==> src/rtl/mul_arbiter.sv <==
// Two-requester round-robin front end for the shared single-precision multiplier.
// Sequences IDLE -> SETUP -> START -> WAIT -> RESP and returns a tagged, registered response.
module mul_arbiter #(
   parameter int unsigned TIMEOUT_CYCLES = 64
) (
   input  logic        clk_i,
   input  logic        rst_i,
   input  logic        req0_valid_i,
   input  logic [31:0] req0_x_i,
   input  logic [31:0] req0_y_i,
   output logic        req0_ready_o,
   input  logic        req1_valid_i,
   input  logic [31:0] req1_x_i,
   input  logic [31:0] req1_y_i,
   output logic        req1_ready_o,
   output logic        rsp_valid_o,
   input  logic        rsp_ready_i,
   output logic        rsp_id_o,
   output logic [31:0] rsp_z_o,
   output logic        rsp_invalid_o,
   output logic        rsp_overflow_o,
   output logic        rsp_timeout_o,
   output logic [31:0] mul_x_o,
   output logic [31:0] mul_y_o,
   output logic        mul_start_o,
   input  logic        mul_done_i,
   input  logic [31:0] mul_z_i,
   input  logic        mul_invalid_i,
   input  logic        mul_overflow_i
);

   typedef enum logic [2:0] {S_IDLE, S_SETUP, S_START, S_WAIT, S_RESP} state_t;

   localparam logic [7:0] CNT_LIMIT = 8'(TIMEOUT_CYCLES - 1);

   state_t      state_q, state_d;
   logic        last_grant_q, last_grant_d;
   logic        id_q, id_d;
   logic [31:0] x_q, x_d;
   logic [31:0] y_q, y_d;
   logic        start_q, start_d;
   logic [7:0]  cnt_q, cnt_d;
   logic        rsp_valid_q, rsp_valid_d;
   logic        rsp_id_q, rsp_id_d;
   logic [31:0] rsp_z_q, rsp_z_d;
   logic        rsp_inv_q, rsp_inv_d;
   logic        rsp_ovf_q, rsp_ovf_d;
   logic        rsp_to_q, rsp_to_d;

   logic        grant_id;
   logic        accept;

   // On a tie the requester that did not win last time gets the grant.
   always_comb begin
      grant_id = 1'b0;
      if (req0_valid_i && req1_valid_i) begin
         grant_id = ~last_grant_q;
      end else if (req1_valid_i) begin
         grant_id = 1'b1;
      end
      accept = (state_q == S_IDLE) && (req0_valid_i || req1_valid_i);
   end

   assign req0_ready_o = accept && !grant_id;
   assign req1_ready_o = accept && grant_id;

   always_comb begin
      state_d      = state_q;
      last_grant_d = last_grant_q;
      id_d         = id_q;
      x_d          = x_q;
      y_d          = y_q;
      start_d      = 1'b0;
      cnt_d        = cnt_q;
      rsp_valid_d  = rsp_valid_q;
      rsp_id_d     = rsp_id_q;
      rsp_z_d      = rsp_z_q;
      rsp_inv_d    = rsp_inv_q;
      rsp_ovf_d    = rsp_ovf_q;
      rsp_to_d     = rsp_to_q;
      case (state_q)
         S_IDLE: begin
            if (accept) begin
               x_d     = grant_id ? req1_x_i : req0_x_i;
               y_d     = grant_id ? req1_y_i : req0_y_i;
               id_d    = grant_id;
               state_d = S_SETUP;
            end
         end
         S_SETUP: begin
            start_d = 1'b1;
            state_d = S_START;
         end
         S_START: begin
            cnt_d   = 8'd0;
            state_d = S_WAIT;
         end
         S_WAIT: begin
            // Completion takes priority over a timeout landing in the same cycle.
            if (mul_done_i) begin
               rsp_z_d     = mul_z_i;
               rsp_inv_d   = mul_invalid_i;
               rsp_ovf_d   = mul_overflow_i;
               rsp_to_d    = 1'b0;
               rsp_id_d    = id_q;
               rsp_valid_d = 1'b1;
               state_d     = S_RESP;
            end else if (cnt_q >= CNT_LIMIT) begin
               rsp_z_d     = 32'h7fffffff;
               rsp_inv_d   = 1'b1;
               rsp_ovf_d   = 1'b0;
               rsp_to_d    = 1'b1;
               rsp_id_d    = id_q;
               rsp_valid_d = 1'b1;
               state_d     = S_RESP;
            end else if (cnt_q != 8'hff) begin
               cnt_d = cnt_q + 8'd1;
            end
         end
         S_RESP: begin
            if (rsp_ready_i) begin
               rsp_valid_d  = 1'b0;
               last_grant_d = rsp_id_q;
               state_d      = S_IDLE;
            end
         end
         default: state_d = S_IDLE;
      endcase
   end

   always_ff @(posedge clk_i) begin
      if (rst_i) begin
         state_q      <= S_IDLE;
         last_grant_q <= 1'b1;
         id_q         <= 1'b0;
         x_q          <= 32'd0;
         y_q          <= 32'd0;
         start_q      <= 1'b0;
         cnt_q        <= 8'd0;
         rsp_valid_q  <= 1'b0;
         rsp_id_q     <= 1'b0;
         rsp_z_q      <= 32'd0;
         rsp_inv_q    <= 1'b0;
         rsp_ovf_q    <= 1'b0;
         rsp_to_q     <= 1'b0;
      end else begin
         state_q      <= state_d;
         last_grant_q <= last_grant_d;
         id_q         <= id_d;
         x_q          <= x_d;
         y_q          <= y_d;
         start_q      <= start_d;
         cnt_q        <= cnt_d;
         rsp_valid_q  <= rsp_valid_d;
         rsp_id_q     <= rsp_id_d;
         rsp_z_q      <= rsp_z_d;
         rsp_inv_q    <= rsp_inv_d;
         rsp_ovf_q    <= rsp_ovf_d;
         rsp_to_q     <= rsp_to_d;
      end
   end

   assign mul_x_o        = x_q;
   assign mul_y_o        = y_q;
   assign mul_start_o    = start_q;
   assign rsp_valid_o    = rsp_valid_q;
   assign rsp_id_o       = rsp_id_q;
   assign rsp_z_o        = rsp_z_q;
   assign rsp_invalid_o  = rsp_inv_q;
   assign rsp_overflow_o = rsp_ovf_q;
   assign rsp_timeout_o  = rsp_to_q;

endmodule

==> config.mk <==
export PLATFORM = sky130hd
export DESIGN_NAME = mul_arbiter
export DESIGN_NICKNAME = d
export VERILOG_FILES = /design/src/rtl/mul_arbiter.sv
export SDC_FILE = /design/constraint.sdc
export NUM_CORES = 1
export LEC_CHECK = 0
export ABC_AREA = 1
export BUFFER_PORTS_ARGS = -buffer_cell sky130_fd_sc_hd__clkbuf_2
export CORE_ASPECT_RATIO = 1.5
export CORE_MARGIN = 10
export CORE_UTILIZATION = 45
export DETAILED_ROUTE_END_ITERATION = 8
export PLACE_DENSITY_LB_ADDON = 0.25
export SLEW_MARGIN = 15
export SYNTH_ARGS = -nofsm -noshare
export SYNTH_HDL_FRONTEND = slang
export SYNTH_SLANG_ARGS = --single-unit
==> constraint.sdc <==
create_clock -name clk_i -period 1.8 [get_ports clk_i]
set_input_delay 0.09 -clock clk_i [delete_from_list [all_inputs] [get_ports clk_i]]
set_output_delay 0.09 -clock clk_i [all_outputs]
set_load 0.02 [all_outputs]
==> out/qor.tcl <==
set qor(timing_hold_violations_final) 0
set qor(placed_cells) 1139
set qor(min_delay_path_depth) 5
set qor(place.port_buffers) 271
set qor(post-synth-top-area-cell) {dfxtp_1}
set qor(rr_endpoint) {mul_y_o[25]}
set qor(worstHoldEndpoint) {mul_y_o[10]}
set qor(tns_setup_ns) 0
set qor(worstSetupPathType) {flip-flop to flip-flop}
set qor(clock-skew-final_ns) 0.00876
set qor(drv.max_cap_violation_count) 0
set qor(cts_made_buffers) 17
set qor(synth.ff_latch_count) 115
set qor(flow.area_growth_from_synthesis_pct) 55.7
set qor(final_wl_um) 19500
set qor(via_count) 6018
set qor(floorplan.die.height_um) 149
set qor(critical_path_arrival_ns) 2.01
set qor(final_critical_path_setup_slack_ns) 0.125
set qor(synth_seq_area_share_pct) 46.0
set qor(cellLeakagePower_nw) 4.00
set qor(peakVddDrop_v) 0.000728
set qor(hp-start) {req1_y_i[10]}
set qor(instances_no_fill) 1232
set qor(slew-limit-headroom_pct) 64.1
set qor(ff2ff_path_depth) 9
set qor(finish.instance_area_um2) 7800
set qor(worstMarginPinSlew_ns) 0.539
set qor(regToRegStartpoint) {last_grant_q}
set qor(outcome) {finished clean}
set qor(row_count) 47
set qor(level_count_of_the_clock_h_tree) 4
set qor(grt_max_degree) 67
set qor(cts-root-buf) {clkbuf_16}
set qor(ioPinCount) 272
set qor(fp.dieW_um) 106
set qor(postRouteAntennaNets) 0
set qor(detail_route.iter0.violations) 226
set qor(post-place-ws_ns) 0.184
set qor(regToRegSetupSlack_ns) 0.13
set qor(clock_path_buffers) 2
set qor(synth_largest_type_area_fraction_pct) 46.0
set qor(start_util_pct) 45.6
set qor(core_area_um2) 11000
set qor(critPathLaunchType) {flip-flop}
set qor(final_period_minus_worst_setup_slack_ns) 1.67
set qor(fin_crit_sh_pct) 93.0
set qor(syn-cell-area_um2) 5010
set qor(num_antenna_cells) 0
set qor(clock-sinks) 115
set qor(global_route.overflow_total) 0
set qor(syn_nets) 925
set qor(syn_inst) 756
set qor(hold_path.class) {primary input to flip-flop}
set qor(cp-end-kind) {flip-flop}
set qor(track_usage_pct) 22.6
set qor(powerDensity_nw_per_um2) 994
set qor(synth.area.top_cells) {dfxtp_1 46%, nand2_1 27%, a21oi_1 11%, nor2_1 3.6%, nor3_1 3.4%}
set qor(drt_pass1_iterations) 5
set qor(setup_viol) 0
set qor(report.final.slew_viol_count) 0
set qor(first_pass_grt_wire_length_um) 29100
set qor(drcViolationCount) 0
set qor(post_synth_num_cell_types) 22
set qor(synth_area_per_cell_um2) 6.63
set qor(layout-drive-gt1-share_pct) 30.8
set qor(synth_warn) 0
set qor(clkTransAtPathRegs_ns) 0.05
set qor(tritoncts) {built}
set qor(path_max_fanout) 17
set qor(routabilityCongestion) 0.907
set qor(worstSetupStartpoint) {last_grant_q}
set qor(grt_pass1_vias) 5766
set qor(die-area_um2) 15800
set qor(hpwl_um) 12900
set qor(antenna_violations_before_repair) 0
set qor(vias_per_cell) 4.88
set qor(avgRoutedWirePerCell_um) 15.8
set qor(p_total_mw) 7.76
set qor(clk_latency_ns) 0.41
set qor(area_after_dpl_um2) 6530
set qor(nNetsFinal) 1241
set qor(max_freq_ghz) 0.597
set qor(cp.required_ns) 2.13
-- routing by layer --
metal  vias to the layer above  GRT usage [%]  share of wire (%)
met5                         -              0                  0
met3                        33           9.78                9.5
met4                         0           8.56                2.6
met1                      2687           23.4                 38
li1                       3032              -                  -
met2                       266           39.2                 50
-- cells in the final DEF (no fill, tap or decap) --
cell type      count
nand2_1          357
clkbuf_2         269
dfxtp_1          115
a21oi_1          109
dlygate4sd3_1     54
nor2_1            48
nor3_1            34
clkbuf_16         21
inv_1             15
buf_4             11
nand3_1            8
buf_12             8
nand4_1            4
clkbuf_8           4
clkinv_2           4
nand2_2            3
clkinvlp_4         3
inv_4              2
inv_2              2
bufinv_16          2
clkbuf_1           2
nand2_4            1
nor3_4             1
nor2_8             1
o211ai_1           1
o21ai_1            1
clkinv_1           1
o22ai_1            1
ha_1               1
buf_2              1
buf_6              1
-- repair_timing --
action	4_1_cts	5_1_grt
cloned	0	4
gates resized for setup	1	4
hold buffers	54	0
endpoints found under the setup margin	1	9
pin swaps	1	1
hold endpoints to repair	51	0
setup buffers	2	1
-- report_power, final --
| part | internal [mW] | switching, mW |
|---|---|---|
| Combinational | 0.657 | 0.968 |
| Sequential | 2.73 | 0.0979 |
| Clock | 2.17 | 1.13 |
-- logic make-up after synthesis --
group	after synthesis	synth area share (%)
and+or+nand+nor	457	36.1
DFF	115	46.0
AOI/OAI and AO/OA	112	11.3
buffers and inverters	71	6.44
adders and majority gates	1	0.250
-- registers in the layout, summed over array words and instances (netlist names) --
register and cells:
rsp_timeout_o 1, last_grant_q 1, mul_y_o 32, rsp_valid_o 1, id_q 1, rsp_id_o 1, state_q 3, rsp_overflow_o 1
rsp_z_o 32, cnt_q 8, mul_start_o 1, rsp_invalid_o 1, mul_x_o 32
-- cell usage after synthesis --
library cell    n
nand2_1       358
dfxtp_1       115
a21oi_1       109
nor2_1         48
nor3_1         34
buf_2          18
clkbuf_1       18
inv_1          17
buf_1           8
nand3_1         8
buf_4           5
nand4_1         4
nand2_2         3
buf_6           2
inv_2           2
clkinv_1        1
ha_1            1
nor2_8          1
nor3_2          1
o211ai_1        1
o21ai_1         1
o22ai_1         1
-- stage by stage --
step           hold slack (ns)  util (%)
2_1_floorplan            0.237         -
3_3_place_gp             0.325      59.4
3_5_place_dp             0.330      59.4
4_1_cts               0.000264      69.9
5_1_grt                 0.0229      70.9
6_report                0.0147      70.9
-- final cells by class --
class,instances,area [µm²]
Fill cell,902,3200
Multi-Input combinational cell,570,2400
Sequential cell,115,2300
Timing Repair Buffer,348,2250
Clock buffer,23,488
Tap cell,147,184
Clock inverter,9,103
Inverter,20,80.1
-- critical path: stages (launching register included) --
cell	delay, ns
dfxtp_1	0.31
nand2_1	0.09
nand2_4	0.11
inv_4	0.08
buf_12	0.16
nand2_1	0.07
nand2_1	0.06
dlygate4sd3_1	0.54
nand2_1	0.04
a21oi_1	0.13
-- worst max path at each step --
stage | endpoint | slack, ns | cells after the start
after CTS | mul_y_o[13] | 0.06 | 9
after detailed placement | rsp_z_o[3] | 0.18 | 8
final | mul_y_o[25] | 0.13 | 9
after global routing | mul_x_o[7] | -0.0001 | 9
after global placement | mul_x_o[18] | 0.26 | 7
after floorplan | cnt_q[5] | 0.38 | 11
No activity file was read; power rests on OpenSTA's default activity.
